$ cat config.mk
export PLATFORM = sky130hd
export DESIGN_NAME = mem_arbiter_flat
export DESIGN_NICKNAME = d
export VERILOG_FILES = /design/src/rtl/mem_arbiter_if.sv /design/src/rtl/mem_arbiter.sv /design/src/flat_wrapper.sv
export SDC_FILE = /design/constraint.sdc
export NUM_CORES = 1
export LEC_CHECK = 0
export BUFFER_PORTS_ARGS = -buffer_cell sky130_fd_sc_hd__buf_2
export CAP_MARGIN = 25
export CORE_ASPECT_RATIO = 0.6
export CORE_UTILIZATION = 40
export CTS_CLUSTER_DIAMETER = 30
export DETAILED_ROUTE_END_ITERATION = 10
export MAX_ROUTING_LAYER = met4
export PLACE_DENSITY = 0.7
export SYNTH_ARGS = -nofsm -noshare
export SYNTH_HDL_FRONTEND = slang
export SYNTH_SLANG_ARGS = --single-unit
$ cat constraint.sdc
create_clock -name clk -period 4 [get_ports clk]
set_input_delay 0.2 -clock clk [delete_from_list [all_inputs] [get_ports clk]]
set_output_delay 0.2 -clock clk [all_outputs]
set_load 0.01 [all_outputs]
$ cat src/rtl/mem_arbiter_if.sv
// ============================================================================
// Module      : mem_arbiter_if
// Description : Bundle of the two requester channels (instruction fetch "i_*",
//               load/store "d_*") and the shared word-memory bus "mem_*"
//               seen by mem_arbiter.
//               slave  : arbiter side (takes requests, drives memory bus)
//               master : requester/memory side (drives requests, mem_RD)
// Revision    : 1.0 - initial release
// ============================================================================
`default_nettype none

interface mem_arbiter_if;
    // Instruction-fetch channel (read-only)
    logic        i_req;
    logic [31:0] i_addr;
    logic        i_gnt;
    logic        i_done;
    logic [31:0] i_rdata;
    logic        i_err;
    // Load/store channel
    logic        d_req;
    logic        d_we;
    logic [31:0] d_addr;
    logic [31:0] d_wdata;
    logic        d_gnt;
    logic        d_done;
    logic [31:0] d_rdata;
    logic        d_err;
    // Shared single-port word memory
    logic [31:0] mem_A;
    logic [31:0] mem_WD;
    logic        mem_We;
    logic [31:0] mem_RD;

    modport slave (
        input  i_req, i_addr, d_req, d_we, d_addr, d_wdata, mem_RD,
        output i_gnt, i_done, i_rdata, i_err,
        output d_gnt, d_done, d_rdata, d_err,
        output mem_A, mem_WD, mem_We
    );

    modport master (
        output i_req, i_addr, d_req, d_we, d_addr, d_wdata, mem_RD,
        input  i_gnt, i_done, i_rdata, i_err,
        input  d_gnt, d_done, d_rdata, d_err,
        input  mem_A, mem_WD, mem_We
    );
endinterface

`default_nettype wire

$ cat src/rtl/mem_arbiter.sv
// ============================================================================
// Module      : mem_arbiter
// Description : Two-requester arbiter/sequencer in front of a single-port
//               word memory (sync write, combinational read). Grants one
//               requester in IDLE, drives the memory for one SERVE cycle and
//               returns a registered one-cycle done pulse in RESP.
// Ports       : clk  - clock, rising edge
//               rst  - asynchronous active-high reset
//               bus  - mem_arbiter_if.slave (i_*, d_*, mem_* signals)
// Parameters  : MEM_WORDS - memory depth in words; index >= MEM_WORDS is
//                           flagged as an error and never written
//               PRIO_MODE - 0: round-robin, 1: D always wins a tie
// Revision    : 1.0 - initial release
// ============================================================================
`default_nettype none

module mem_arbiter #(
    parameter int MEM_WORDS = 16000,
    parameter int PRIO_MODE = 0
) (
    input  wire logic     clk,
    input  wire logic     rst,
    mem_arbiter_if.slave  bus
);

    localparam logic [31:0] c_MEM_WORDS = 32'(MEM_WORDS);
    localparam logic        c_D_PRIO    = (PRIO_MODE == 1);

    typedef enum logic [1:0] {
        ST_IDLE  = 2'd0,
        ST_SERVE = 2'd1,
        ST_RESP  = 2'd2
    } state_t;

    state_t      r_state;
    state_t      w_state_next;

    logic [29:0] r_word;      // latched word index (byte offset dropped)
    logic        r_we;
    logic [31:0] r_wdata;
    logic        r_owner_d;   // 1: current access belongs to D
    logic        r_last_d;    // 1: D won the most recent arbitration

    logic        r_i_done, r_i_err, r_d_done, r_d_err;
    logic [31:0] r_i_rdata, r_d_rdata;

    logic        w_pick_d;
    logic        w_i_gnt, w_d_gnt;
    logic        w_serve;
    logic        w_oor;
    logic [31:0] w_rdata_cap;

    // Byte-offset bits are deliberately ignored.
    logic w_unused_ok;
    assign w_unused_ok = ^{bus.i_addr[1:0], bus.d_addr[1:0]};

    // D wins when alone, or on a tie when it has priority or I won last time.
    assign w_pick_d = bus.d_req & (~bus.i_req | c_D_PRIO | ~r_last_d);

    assign w_serve     = (r_state == ST_SERVE);
    assign w_oor       = {2'b00, r_word} >= c_MEM_WORDS;
    assign w_rdata_cap = (r_we | w_oor) ? 32'd0 : bus.mem_RD;

    // ------------------------------------------------------------------
    // FSM
    // ------------------------------------------------------------------
    always_ff @(posedge clk or posedge rst) begin
        if (rst) r_state <= ST_IDLE;
        else     r_state <= w_state_next;
    end

    always_comb begin
        w_state_next = r_state;
        w_i_gnt      = 1'b0;
        w_d_gnt      = 1'b0;
        case (r_state)
            ST_IDLE: begin
                // Grants are suppressed while rst is high: nothing would
                // be latched, so the requester must keep waiting.
                if (!rst && (bus.i_req || bus.d_req)) begin
                    w_d_gnt      = w_pick_d;
                    w_i_gnt      = ~w_pick_d;
                    w_state_next = ST_SERVE;
                end
            end
            ST_SERVE: w_state_next = ST_RESP;
            ST_RESP:  w_state_next = ST_IDLE;
            default:  w_state_next = ST_IDLE;
        endcase
    end

    // ------------------------------------------------------------------
    // Request latch and arbitration history
    // ------------------------------------------------------------------
    always_ff @(posedge clk or posedge rst) begin
        if (rst) begin
            r_word    <= '0;
            r_we      <= 1'b0;
            r_wdata   <= '0;
            r_owner_d <= 1'b0;
            r_last_d  <= 1'b1;   // so I wins the first round-robin tie
        end else if (w_i_gnt || w_d_gnt) begin
            r_word    <= w_pick_d ? bus.d_addr[31:2] : bus.i_addr[31:2];
            r_we      <= w_pick_d & bus.d_we;
            r_wdata   <= w_pick_d ? bus.d_wdata : 32'd0;
            r_owner_d <= w_pick_d;
            r_last_d  <= w_pick_d;
        end
    end

    // ------------------------------------------------------------------
    // Response registers: done/err live for the RESP cycle only, rdata
    // persists until the owner's next response.
    // ------------------------------------------------------------------
    always_ff @(posedge clk or posedge rst) begin
        if (rst) begin
            r_i_done  <= 1'b0;
            r_i_err   <= 1'b0;
            r_i_rdata <= '0;
            r_d_done  <= 1'b0;
            r_d_err   <= 1'b0;
            r_d_rdata <= '0;
        end else begin
            r_i_done <= w_serve & ~r_owner_d;
            r_i_err  <= w_serve & ~r_owner_d & w_oor;
            r_d_done <= w_serve & r_owner_d;
            r_d_err  <= w_serve & r_owner_d & w_oor;
            if (w_serve && !r_owner_d) r_i_rdata <= w_rdata_cap;
            if (w_serve &&  r_owner_d) r_d_rdata <= w_rdata_cap;
        end
    end

    // ------------------------------------------------------------------
    // Outputs. The memory bus is only active in SERVE; since r_state is
    // asynchronously reset, a write in flight is cut off as rst rises.
    // ------------------------------------------------------------------
    assign bus.i_gnt   = w_i_gnt;
    assign bus.d_gnt   = w_d_gnt;
    assign bus.i_done  = r_i_done;
    assign bus.i_err   = r_i_err;
    assign bus.i_rdata = r_i_rdata;
    assign bus.d_done  = r_d_done;
    assign bus.d_err   = r_d_err;
    assign bus.d_rdata = r_d_rdata;

    assign bus.mem_A   = w_serve ? {r_word, 2'b00} : 32'd0;
    assign bus.mem_WD  = w_serve ? r_wdata : 32'd0;
    assign bus.mem_We  = w_serve & r_we & ~w_oor;

endmodule

`default_nettype wire

$ cat src/flat_wrapper.sv
// flat-port wrapper written by rule: the top's interface ports become plain ports
module mem_arbiter_flat 
#(
    parameter int MEM_WORDS = 16000,
    parameter int PRIO_MODE = 0
)
  (clk, rst, bus_i_req, bus_i_addr, bus_d_req, bus_d_we, bus_d_addr, bus_d_wdata, bus_mem_RD, bus_i_gnt, bus_i_done, bus_i_rdata, bus_i_err, bus_d_gnt, bus_d_done, bus_d_rdata, bus_d_err, bus_mem_A, bus_mem_WD, bus_mem_We);
  mem_arbiter_if bus_i ();
  input  wire logic clk;
  input  wire logic rst;
  input wire logic [$bits(bus_i.i_req)-1:0] bus_i_req;
  input wire logic [$bits(bus_i.i_addr)-1:0] bus_i_addr;
  input wire logic [$bits(bus_i.d_req)-1:0] bus_d_req;
  input wire logic [$bits(bus_i.d_we)-1:0] bus_d_we;
  input wire logic [$bits(bus_i.d_addr)-1:0] bus_d_addr;
  input wire logic [$bits(bus_i.d_wdata)-1:0] bus_d_wdata;
  input wire logic [$bits(bus_i.mem_RD)-1:0] bus_mem_RD;
  output wire logic [$bits(bus_i.i_gnt)-1:0] bus_i_gnt;
  output wire logic [$bits(bus_i.i_done)-1:0] bus_i_done;
  output wire logic [$bits(bus_i.i_rdata)-1:0] bus_i_rdata;
  output wire logic [$bits(bus_i.i_err)-1:0] bus_i_err;
  output wire logic [$bits(bus_i.d_gnt)-1:0] bus_d_gnt;
  output wire logic [$bits(bus_i.d_done)-1:0] bus_d_done;
  output wire logic [$bits(bus_i.d_rdata)-1:0] bus_d_rdata;
  output wire logic [$bits(bus_i.d_err)-1:0] bus_d_err;
  output wire logic [$bits(bus_i.mem_A)-1:0] bus_mem_A;
  output wire logic [$bits(bus_i.mem_WD)-1:0] bus_mem_WD;
  output wire logic [$bits(bus_i.mem_We)-1:0] bus_mem_We;
  assign bus_i.i_req = bus_i_req;
  assign bus_i.i_addr = bus_i_addr;
  assign bus_i.d_req = bus_d_req;
  assign bus_i.d_we = bus_d_we;
  assign bus_i.d_addr = bus_d_addr;
  assign bus_i.d_wdata = bus_d_wdata;
  assign bus_i.mem_RD = bus_mem_RD;
  assign bus_i_gnt = bus_i.i_gnt;
  assign bus_i_done = bus_i.i_done;
  assign bus_i_rdata = bus_i.i_rdata;
  assign bus_i_err = bus_i.i_err;
  assign bus_d_gnt = bus_i.d_gnt;
  assign bus_d_done = bus_i.d_done;
  assign bus_d_rdata = bus_i.d_rdata;
  assign bus_d_err = bus_i.d_err;
  assign bus_mem_A = bus_i.mem_A;
  assign bus_mem_WD = bus_i.mem_WD;
  assign bus_mem_We = bus_i.mem_We;
  mem_arbiter #(.MEM_WORDS(MEM_WORDS), .PRIO_MODE(PRIO_MODE)) u_core (.clk(clk), .rst(rst), .bus(bus_i));
endmodule
After elaboration in Yosys (flattened, before gate mapping) --
Cells that the tools add are included.
Word-level totals: register bits after elaboration 135, logic and storage cells 49, input port bits 133
Cells by class: bitwise gates (word level) 15, reduce and logical (&&, ||, !) cells 8, muxes and demuxes 11, equal/unequal tests 2, magnitude comparators 1
Operators by type and width (number):
- 32-bit 2-to-1 mux | 4
- 30-bit by 14-bit greater-or-equal comparator with 1-bit output, second input constant | 1
- 30-bit 2-to-1 mux | 1
- 1-bit bitwise AND | 8
- 1-bit inverter | 5
- 1-bit 2-to-1 mux | 4
- 2-bit one-hot mux with 2 select lines | 1
- 1-bit logical AND | 3
- 2-bit by 1-bit == test with 1-bit output, second input constant | 1
- 1-bit zero test | 2
- 2-bit zero test | 1
- 1-bit logical OR | 2
- 2-bit 2-to-1 mux | 1
- 2-bit by 1-bit inequality test with 1-bit output, second input constant | 1
- 1-bit OR | 2

Longest topological paths before layout --
depth after elaboration 7, depth in mapped cells 5, depth with buffers taken out 3

Worst setup path after synthesis --
No wires, ideal clock.
kind register to output, start point reg u_core.r_word[18], end point out bus_mem_We, cell stages (with the launch flop) 6, slack 2352 ps, arrival 1448 ps, data required time 3800 ps, buffers on the path 2, cell sequence dfrtp_1 -> nor4_2 -> nand4_1 -> buf_2 -> buf_6 -> nor3_1
Between the ends: longest elaborated chain between the ends 3
RTL lines:
- from (decl) | line mem_arbiter.sv:38 | logic [29:0] r_word;
- from (signal assigned) | line mem_arbiter.sv:103 | r_word <= w_pick_d ? bus.d_addr[31:2] : bus.i_addr[31:2];
- 30-bit by 14-bit greater-or-equal comparator with 1-bit output | line mem_arbiter.sv:61 | assign w_oor = {2'b00, r_word} >= c_MEM_WORDS;
- 1-bit inverter | line mem_arbiter.sv:148 | assign bus.mem_We = w_serve & r_we & ~w_oor;
- 1-bit bitwise AND | line mem_arbiter.sv:148
- to (decl) | line flat_wrapper.sv:28 | output wire logic [$bits(bus_i.mem_We)-1:0] bus_mem_We;
Every way passes these cells.

Worst setup path after layout --
start point reg u_core.r_word[26], end point out bus_mem_We
Same word-level chain as after synthesis.

==> impl_metrics.yaml <==
floorplanning:
  fp.coreArea_um2: 16400
  die_height_um: 102.9
  fp.dieW_um: 170.2
  pin_count: 268
  rows: 36
  floorplan.die_area_um2: 17510
  floorplan.initialDensity_pct: 41.39
worst_setup_path:
  setup.worst_path.class: "flop to output pin"
  worst_setup_path_start_kind: "flop"
  r2r-end: "u_core.bus.d_rdata[22]"
  critPathArrivalTime_ns: 2.19
  rr_worst_depth: 4
  critical_path_peak_fanout: 65
  reg2reg_slack_ns: 1.91
  end_kind: "output pin"
  critPathRequiredTime_ns: 3.80
  worstReg2RegStart: "u_core.r_word[12]"
global_route:
  overflow: 0
  global_route.usage.total_pct: 19.49
  global_route_wire_length_before_repair_mm: 25.79
  grt_max_degree: 69
  antenna_found_initial: 0
  number_of_global_route_vias_before_repair: 4983
route:
  antenna_violating_nets_post_route: 0
  average_detailed_routed_wire_length_per_instance_um: 15.43
  detailedRoute.firstPassIterationCount: 5
  wirelength_mm: 16.64
  detail_route.iter0.violations: 350
  drcViolationCount: 0
  viasPerCell: 4.807
  routed-via-count: 5182
min_path:
  worst_hold_path_type: "input pin to flop"
  hold_depth: 3
  whs_endpoint: "u_core.r_wdata[9]"
  worstHoldStart: "bus_d_wdata[9]"
synth:
  netlist_instances: 598
  synth-edff-count: 0
  leading_cell_types_by_count_after_synthesis: "sky130_fd_sc_hd__dfrtp_1, sky130_fd_sc_hd__nand2_1, sky130_fd_sc_hd__and2_1, sky130_fd_sc_hd__o41ai_2"
  synth_warnings: 0
  cell_taking_the_most_area_after_synthesis: "sky130_fd_sc_hd__dfrtp_1"
  yosys_most_used_dff: "sky130_fd_sc_hd__dfrtp_1"
  synth_async_sr_flop_share_pct: 100.0
  synth_cell_area_um2: 6787
  count_of_state_elements_after_synthesis: 135
  synth.distinct_cells: 29
  yosysSeqAreaShare_pct: 49.80
  synthMostInstantiatedCell: "sky130_fd_sc_hd__dfrtp_1"
  top_cell_type_s_share_of_synthesized_area_pct: 49.41
  avgSynthCellArea_um2: 11.35
  synth_area_leaders: "sky130_fd_sc_hd__dfrtp_1, sky130_fd_sc_hd__o41ai_2, sky130_fd_sc_hd__nand2_1"
sta:
  report.final.hold_viol_count: 0
  grt_setup_unrepaired: "false"
  worst_slew_margin_rel_pct: 32.75
  maxClockFrequency_mhz: 418.9
  max_slew.worst_pin.slew_ns: 1.006
  report.final.setup_viol: 0
  post-route-min-period_ns: 2.387
  worst_case_clock_skew_ns: 0.01413
  timing.setup.tns_ns: 0
  layout_worst_path_cycle_share_pct: 59.68
  slew_viol_final: 0
clocking:
  numCtsBuffers: 17
  post_cts.resized_instances: 0
  clock_sinks: 135
  cts-root-to-sink-buffers: 2
  cts_tree: "yes"
  postCtsSetupRepairBufs: 0
  cts-htree-levels: 4
  cts.reportedPaths.clkPinSlew_ns: 0.06
  insertion_delay_ns: 0.41
  root_buffer: "sky130_fd_sc_hd__clkbuf_16"
pwr:
  power-per-cell-area_nw_per_um2: 472.0
  p_leak_uw: 0.004687
  power.ir.vdd_worst_mv: 0.2080
place:
  postPlaceCellArea_um2: 8262
  dp_hpwl_mm: 11.36
  portBuffers: 261
  routabilityCongestion: 0.7038
finish:
  sequential_cell_area_um2: 3379
  nFillCells: 1480
  final_nets: 971
  antenna_cells_inserted: 0
  finalInstanceArea_um2: 8892
  area_delta_synth_final_pct: 31.03
  layout-drive-gt1-share_pct: 46.71
  area_of_the_multi_input_gates_um2: 3035
job:
  cap_viol_max_count: 0
status:
  outcome: "finished clean"
## repair_timing
action | 4_1_cts | 5_1_grt
hold endpoints to repair | 61 | 0
setup endpoints to repair | 0 | 0
hold buffers | 1 | 0
## worst max-delay path by stage
| stage | from | end | slack [ns] | cells after the start |
|---|---|---|---|---|
| 3_5_place_dp | u_core.r_last_d | bus_d_gnt | 1.75 | 4 |
| 6_report | u_core.r_word[26] | bus_mem_We | 1.61 | 5 |
| 5_1_grt | u_core.r_word[18] | bus_mem_We | 1.40 | 5 |
| 2_1_floorplan | rst | u_core.bus.d_done | 0.19 | 1 |
| 4_1_cts | u_core.r_last_d | bus_d_gnt | 1.30 | 4 |
| 3_3_place_gp | u_core.r_last_d | bus_d_gnt | 1.76 | 4 |
## power by group
| part | internal [uW] | switching, uW |
|---|---|---|
| registers | 1590 | 137 |
| logic | 384 | 482 |
| clock network | 987 | 617 |
| total | 2960 | 1240 |
## per-stage QoR
stage | instances | total power (uW) | hold slack, ns | setup WS, ns | util (%)
floorplan | 599 | 2301 | 0.3371 | 0.1905 | -
global placement | 1044 | 2597 | 0.3439 | 1.760 | 50.22
detailed placement | 1045 | 2622 | 0.3438 | 1.749 | 50.39
CTS | 1077 | 4253 | 0.005582 | 1.305 | 54.11
global route | 1078 | 4420 | 0.01784 | 1.401 | 54.24
finish | 1078 | 4197 | 0.02556 | 1.613 | 54.24
## cell families (layout without fill, tap and decap cells)
| family | Yosys count | count (layout) | synth area share (%) |
|---|---|---|---|
| muxes | 95 | 95 | 15.15 |
| DFF | 135 | 135 | 49.80 |
| other | 1 | 2 | 0.05526 |
| AOI/OAI and AO/OA | 68 | 68 | 14.01 |
| and+or+nand+nor | 209 | 209 | 14.93 |
| buffers and inverters | 90 | 341 | 6.047 |
## routing by layer
layer,track usage (%),vias up,share of wire (%)
li1,-,2523,-
met4,5.336,0,0.43
met3,5.221,7,6.4
met1,26.09,2486,48
met2,29.13,166,45
met5,-,-,0
## cells in the final DEF, fill, tap and decap left out, types with 9 or more instances in the layout
master,count
sky130_fd_sc_hd__buf_2,261
sky130_fd_sc_hd__o41ai_2,49
sky130_fd_sc_hd__inv_1,32
sky130_fd_sc_hd__o41ai_1,15
sky130_fd_sc_hd__and2_1,63
sky130_fd_sc_hd__dfrtp_1,134
sky130_fd_sc_hd__mux2_2,30
sky130_fd_sc_hd__mux2i_1,33
sky130_fd_sc_hd__buf_4,9
sky130_fd_sc_hd__nand2_1,130
sky130_fd_sc_hd__clkbuf_16,17
sky130_fd_sc_hd__mux2_1,32
## layout make-up
type | count | share of cell area, %
sequential | 135 | 38.00
multi-input combinational | 374 | 34.14
timing repair buffer | 274 | 16.32
clock buffer | 18 | 4.826
tap | 228 | 3.208
clock inverter | 13 | 1.928
inverter | 36 | 1.576
## flip-flops by register name, summed over array words and instances (netlist names)
name and flops:
u_core.bus.d_err 1, u_core.bus.i_err 1, u_core.r_we 1, u_core.r_owner_d 1, u_core.bus.d_done 1, u_core.bus.d_rdata 32, u_core.r_last_d 1, u_core.bus.i_done 1
u_core.bus.i_rdata 32, u_core.r_state 2, u_core.r_wdata 32, u_core.r_word 30
## critical path: stages, from the launching register on
cell and delay, ns:
sky130_fd_sc_hd__dfrtp_1 0.39, sky130_fd_sc_hd__nor4_2 0.37, sky130_fd_sc_hd__nand4_1 0.13, sky130_fd_sc_hd__buf_4 0.39
sky130_fd_sc_hd__nor3_1 0.27, sky130_fd_sc_hd__buf_2 0.17
Power figures use the tool's default switching activity.
